==> config.mk <==
export PLATFORM = sky130hd
export DESIGN_NAME = ysyx_25040109_trap_ctrl
export DESIGN_NICKNAME = d
export VERILOG_FILES = /design/src/rtl/ysyx_25040109_trap_pkg.sv /design/src/rtl/ysyx_25040109_mstatus_upd.sv /design/src/rtl/ysyx_25040109_trap_ctrl.sv
export SDC_FILE = /design/constraint.sdc
export NUM_CORES = 1
export LEC_CHECK = 0
export BUFFER_PORTS_ARGS = -buffer_cell sky130_fd_sc_hd__buf_2
export CORE_AREA = 2 2 112 114
export CTS_CLUSTER_SIZE = 12
export DETAILED_ROUTE_END_ITERATION = 12
export DIE_AREA = 0 0 114 116
export PLACE_DENSITY = 0.7
export SETUP_SLACK_MARGIN = 0.5
export SYNTH_ARGS = -nofsm -noshare
export SYNTH_HDL_FRONTEND = slang
export SYNTH_SLANG_ARGS = --single-unit
export TNS_END_PERCENT = 10
==> constraint.sdc <==
create_clock -name clk -period 2.9 [get_ports clk]
set_clock_uncertainty 0.15 [all_clocks]
set_input_delay 0.58 -clock clk [delete_from_list [all_inputs] [get_ports clk]]
set_output_delay 0.58 -clock clk [all_outputs]
set_load 0.05 [all_outputs]
==> src/rtl/ysyx_25040109_trap_pkg.sv <==
// Shared constants for the machine-mode trap sequencer: CSR addresses, mstatus
// field positions and the sequencer state encoding.
package ysyx_25040109_trap_pkg;

  localparam logic [11:0] CsrMstatus = 12'h300;
  localparam logic [11:0] CsrMtvec   = 12'h305;
  localparam logic [11:0] CsrMepc    = 12'h341;
  localparam logic [11:0] CsrMcause  = 12'h342;

  localparam int unsigned MstatusMie   = 3;
  localparam int unsigned MstatusMpie  = 7;
  localparam int unsigned MstatusMppLo = 11;
  localparam int unsigned MstatusMppHi = 12;

  typedef enum logic [2:0] {
    StIdle,
    StTMepc,
    StTMcause,
    StTMstat,
    StTRedir,
    StRMstat,
    StRRedir
  } trap_state_e;

endpackage

==> src/rtl/ysyx_25040109_mstatus_upd.sv <==
// Combinational mstatus rewrite for trap entry and mret; only MIE, MPIE and MPP
// change, every other bit passes through.
module ysyx_25040109_mstatus_upd
  import ysyx_25040109_trap_pkg::*;
#(
  parameter int unsigned DATA_WIDTH = 32
) (
  input  logic [DATA_WIDTH-1:0] old_val,
  input  logic                  is_mret,
  output logic [DATA_WIDTH-1:0] new_val
);

  always_comb begin
    new_val = old_val;
    new_val[MstatusMppHi:MstatusMppLo] = 2'b11;
    if (is_mret) begin
      new_val[MstatusMie]  = old_val[MstatusMpie];
      new_val[MstatusMpie] = 1'b1;
    end else begin
      new_val[MstatusMpie] = old_val[MstatusMie];
      new_val[MstatusMie]  = 1'b0;
    end
  end

endmodule

==> src/rtl/ysyx_25040109_trap_ctrl.sv <==
// Trap/mret sequencer: serialises mepc/mcause/mstatus updates onto the single
// CSR write port, then redirects fetch. Arbitrates the port with CSR instructions.
module ysyx_25040109_trap_ctrl
  import ysyx_25040109_trap_pkg::*;
#(
  parameter int unsigned DATA_WIDTH = 32
) (
  input  logic                  clk,
  input  logic                  rst,
  input  logic                  trap_req,
  input  logic [DATA_WIDTH-1:0] trap_cause,
  input  logic [DATA_WIDTH-1:0] trap_pc,
  input  logic                  mret_req,
  input  logic                  inst_csr_we,
  input  logic [11:0]           inst_csr_addr,
  input  logic [DATA_WIDTH-1:0] inst_csr_wdata,
  output logic                  inst_csr_gnt,
  output logic                  csr_we,
  output logic [11:0]           csr_addr,
  output logic [DATA_WIDTH-1:0] csr_wdata,
  input  logic [DATA_WIDTH-1:0] csr_rdata,
  input  logic [DATA_WIDTH-1:0] mtvec_in,
  input  logic [DATA_WIDTH-1:0] mepc_in,
  output logic                  redirect_valid,
  output logic [DATA_WIDTH-1:0] redirect_pc,
  output logic                  busy
);

  trap_state_e           state_q;
  logic [DATA_WIDTH-1:0] pc_q;
  logic [DATA_WIDTH-1:0] cause_q;
  logic [DATA_WIDTH-1:0] mstatus_new;

  // Only direct mode is supported, so the mode bits of mtvec are dropped.
  logic unused_mtvec_mode;
  assign unused_mtvec_mode = ^mtvec_in[1:0];

  ysyx_25040109_mstatus_upd #(
    .DATA_WIDTH(DATA_WIDTH)
  ) u_mstatus_upd (
    .old_val(csr_rdata),
    .is_mret(state_q == StRMstat),
    .new_val(mstatus_new)
  );

  always_ff @(posedge clk) begin
    if (rst) begin
      state_q <= StIdle;
      pc_q    <= '0;
      cause_q <= '0;
    end else begin
      unique case (state_q)
        StIdle: begin
          if (trap_req) begin
            state_q <= StTMepc;
            pc_q    <= trap_pc;
            cause_q <= trap_cause;
          end else if (mret_req) begin
            state_q <= StRMstat;
          end
        end
        StTMepc:   state_q <= StTMcause;
        StTMcause: state_q <= StTMstat;
        StTMstat:  state_q <= StTRedir;
        StTRedir:  state_q <= StIdle;
        StRMstat:  state_q <= StRRedir;
        StRRedir:  state_q <= StIdle;
        default:   state_q <= StIdle;
      endcase
    end
  end

  // Outputs are gated by rst so the port is quiet for the whole reset cycle.
  always_comb begin
    inst_csr_gnt   = 1'b0;
    csr_we         = 1'b0;
    csr_addr       = '0;
    csr_wdata      = '0;
    redirect_valid = 1'b0;
    redirect_pc    = '0;
    busy           = 1'b0;
    if (!rst) begin
      busy = (state_q != StIdle);
      unique case (state_q)
        StIdle: begin
          if (inst_csr_we && !trap_req && !mret_req) begin
            inst_csr_gnt = 1'b1;
            csr_we       = 1'b1;
            csr_addr     = inst_csr_addr;
            csr_wdata    = inst_csr_wdata;
          end
        end
        StTMepc: begin
          csr_we    = 1'b1;
          csr_addr  = CsrMepc;
          csr_wdata = pc_q;
        end
        StTMcause: begin
          csr_we    = 1'b1;
          csr_addr  = CsrMcause;
          csr_wdata = cause_q;
        end
        StTMstat, StRMstat: begin
          csr_we    = 1'b1;
          csr_addr  = CsrMstatus;
          csr_wdata = mstatus_new;
        end
        StTRedir: begin
          redirect_valid = 1'b1;
          redirect_pc    = {mtvec_in[DATA_WIDTH-1:2], 2'b00};
        end
        StRRedir: begin
          redirect_valid = 1'b1;
          redirect_pc    = mepc_in;
        end
        default: ;
      endcase
    end
  end

endmodule

==> out/qor.csv <==
stage,metric,value,unit
synthesis,syn-mean-instance-area,7.205,um^2
outcome,status,"finished, final reports clean",
clock_tree,cts_hold_buffers,0,
floorplan,initial_utilization,35.87,%
synthesis,seq_area_frac_synth,31.39,%
floorplan,die_w,114,um
timing,fin_hold_ws,0.3014,ns
global_routing,track_usage,26.26,%
layout,final_util,62.27,%
timing,slew_viol_final,0,
place,place.gp.congestion,0.7732,
setup_path,max_stage_delay,0.43,ns
timing,timing.setup.tns,0,ns
clock_tree,htreeDepth,3,
setup_path,critical_path_required,2.17,ns
routing,drt_iter0_markers,332,
timing,fmax,385.3,MHz
floorplan,dieArea,13220,um^2
timing,tightest_slew,0.7335,ns
layout,area_growth,73.59,%
routing,drtAntennaViolNets,0,
layout,fillers,1104,
floorplan,ios,289,
setup_path,critPathKind,reg2out,
synthesis,synth_seq_cells,67,
synthesis,syn_area,4273,um^2
setup_path,critPathLaunchType,flop,
setup_path,worstPathMaxFanout,15,
pwr,peakVddDrop,306.2,uV
setup_path,cp-end-kind,primary output,
floorplan,core,11910,um^2
setup_path,crit_buf_inv,3,
clock_tree,cts_tree,yes,
routing,routed_wl,18200,um
synthesis,synth_top_area_share,31.39,%
pwr,power.leakage,0.002931,uW
setup_path,cp.arrival,1.87,ns
global_routing,grt_max_degree,66,
layout,layout.nets,1070,
synthesis,yosys.cell_types.count,30,
global_routing,grt_pass1_vias,5356,
routing,drc,0,
global_routing,grt_overflow,0,
clock_tree,cts_made_buffers,9,
pwr,powerDensity,538.0,nW/um^2
routing,via_per_inst,5.515,
clock_tree,clk_pin_slew,0.06,ns
place,place_hpwl,12370,um
timing,slew_headroom,51.10,%
global_routing,grt_first_pass_wirelength,27300,um
synthesis,synth_nets,802,
timing,setup_violations,0,
routing,dr_total_vias,5603,
clock_tree,clk_path_buf_depth,2,
timing,post-route-period-util,89.50,%
floorplan,die_h,116,um
worst_hold_path,hold_class,reg2reg,
timing,rsz0062_at_grt,true,
routing,avgRoutedWirePerCell,17.91,um
setup_path,path_cells,inv_2 > or3_4 > buf_4 > nor2_4 > buf_2,
timing,finalHoldViolCount,0,
synthesis,synth-warning-count,0,
timing,min_period,2.596,ns
layout,multi_input_area,3326,um^2
place,port_buffers,284,
clock_tree,cts_sinks,67,
clock_tree,clockRootBuffer,clkbuf_16,
layout,seqCellArea,1350,um^2
clock_tree,insertion_delay,0.33,ns
synthesis,syn_inst,593,
floorplan,fp-row-count,40,
routing,firstDrtPassIters,5,
synthesis,synth_area_leader_cell,dfxtp_1,
layout,layout-drive-gt1-share,50.81,%
global_routing,antenna_found_initial,2,
run,drv_cap,0,
synthesis,synth_top_cells_by_area,"dfxtp_1 (31%), a21oi_1 (15%), nand2_1 (12%)",
setup_path,cp_slowest_cell,dfxtp_2,
setup_path,path_delay_family,buffers and inverters,
[metrics by stage]
stage                     setup slack (ns)  total power, uW  std cells  cell area (um^2)
after global routing                0.2422             4173       1015              7415
after global placement              0.2940             2597        983              6471
after floorplan                     0.4315             2188        593              4908
final                               0.3045             3991       1016              7417
after detailed placement            0.2722             2613        983              6471
after CTS                           0.2864             4004       1012              7370
[report_power, final]
| group | switching, uW | total [uW] | internal (uW) | leakage [uW] |
|---|---|---|---|---|
| Combinational | 1050 | 1710 | 668 | 0.00222 |
| Clock | 401 | 1200 | 799 | 0.000163 |
| Sequential | 59.9 | 1080 | 1020 | 0.000550 |
| Total | 1510 | 3990 | 2480 | 0.00293 |
[cell families (layout without fill, tap and decap cells)]
| logic type | Yosys count | after routing | synth area share [%] |
|---|---|---|---|
| flip-flops | 67 | 67 | 31.39 |
| AO/OA/AOI/OAI | 226 | 226 | 33.53 |
| other | 0 | 3 | 0 |
| buffers and inverters | 69 | 342 | 7.848 |
| AND/OR/NAND/NOR | 202 | 202 | 20.32 |
| multiplexers | 29 | 29 | 6.911 |
[cells in the final DEF, fill, tap and decap left out, drive strengths merged, types with 4 or more instances in the layout]
cell type	instances
and3b	4
a22oi	30
nand3	9
a211o	27
nand2	131
nor2	33
a32oi	32
nor3	4
mux2i	25
a21oi	130
buf	322
clkbuf	14
and3	9
o21ai	4
dfxtp	67
mux2	4
[Yosys cell counts]
cell type and number:
a211o_1 27, a21o_1 1, a21oi_1 130, a22oi_1 30, a31oi_1 2, a32oi_1 32
and2_1 1, and3_1 9, and3b_1 4, buf_1 3, buf_2 28, buf_4 11
clkbuf_1 25, dfxtp_1 67, inv_2 2, mux2_2 4, mux2i_1 25, nand2_1 131
nand2b_1 1, nand3_1 9, nor2_1 33, nor2b_1 3, nor3_1 4, nor3b_1 2
nor3b_2 1, nor4_1 1, nor4b_2 1, o21ai_0 4, or3_1 1, or4b_1 1
[final timing paths]
check / start / to / slack, ns / depth (start not counted)
hold reg to reg: pc_q[8] / pc_q[8] / 0.30 / 2
setup reg to reg: state_q[0] / cause_q[13] / 0.78 / 6
setup / recovery: state_q[2] / redirect_pc[26] / 0.30 / 5
hold / removal: pc_q[8] / pc_q[8] / 0.30 / 2
[state kept, by name, summed over array words and instances (netlist names)]
name and flops:
cause_q 32, pc_q 32, state_q 3
[cell type report]
cell class	instances	area share (%)
flip-flops and latches	67	18.20
multi-input cells	457	44.84
clock inverters	4	0.9615
diodes	3	0.1012
inverters	2	0.1012
repair buffers	324	29.86
clock buffers	12	3.458
well taps	147	2.480
[repair_timing]
| action | in CTS | in global routing |
|---|---|---|
| cloned | 3 | 0 |
| buffers inserted | 10 | 1 |
| pin swaps | 6 | 2 |
| setup endpoints to repair | 79 | 78 |
| resized for setup | 144 | 9 |
[per-layer routing]
layer	vias to the layer above	GRT usage [%]	share of wire [%]
met5	-	0	0
met4	0	12.36	3.7
met3	46	6.747	7.5
met2	213	47.38	50
met1	2661	28.89	38
li1	2683	-	-
[worst reg2reg max path, delay by kind of cell, from the launching register on]
family	cells	cell delay, ns
DFF	1	0.36
buffers and inverters	3	0.60
and+or+nand+nor	2	0.79
AOI/OAI and AO/OA	1	0.07
Note: power is estimated with default switching activity, not from simulation.
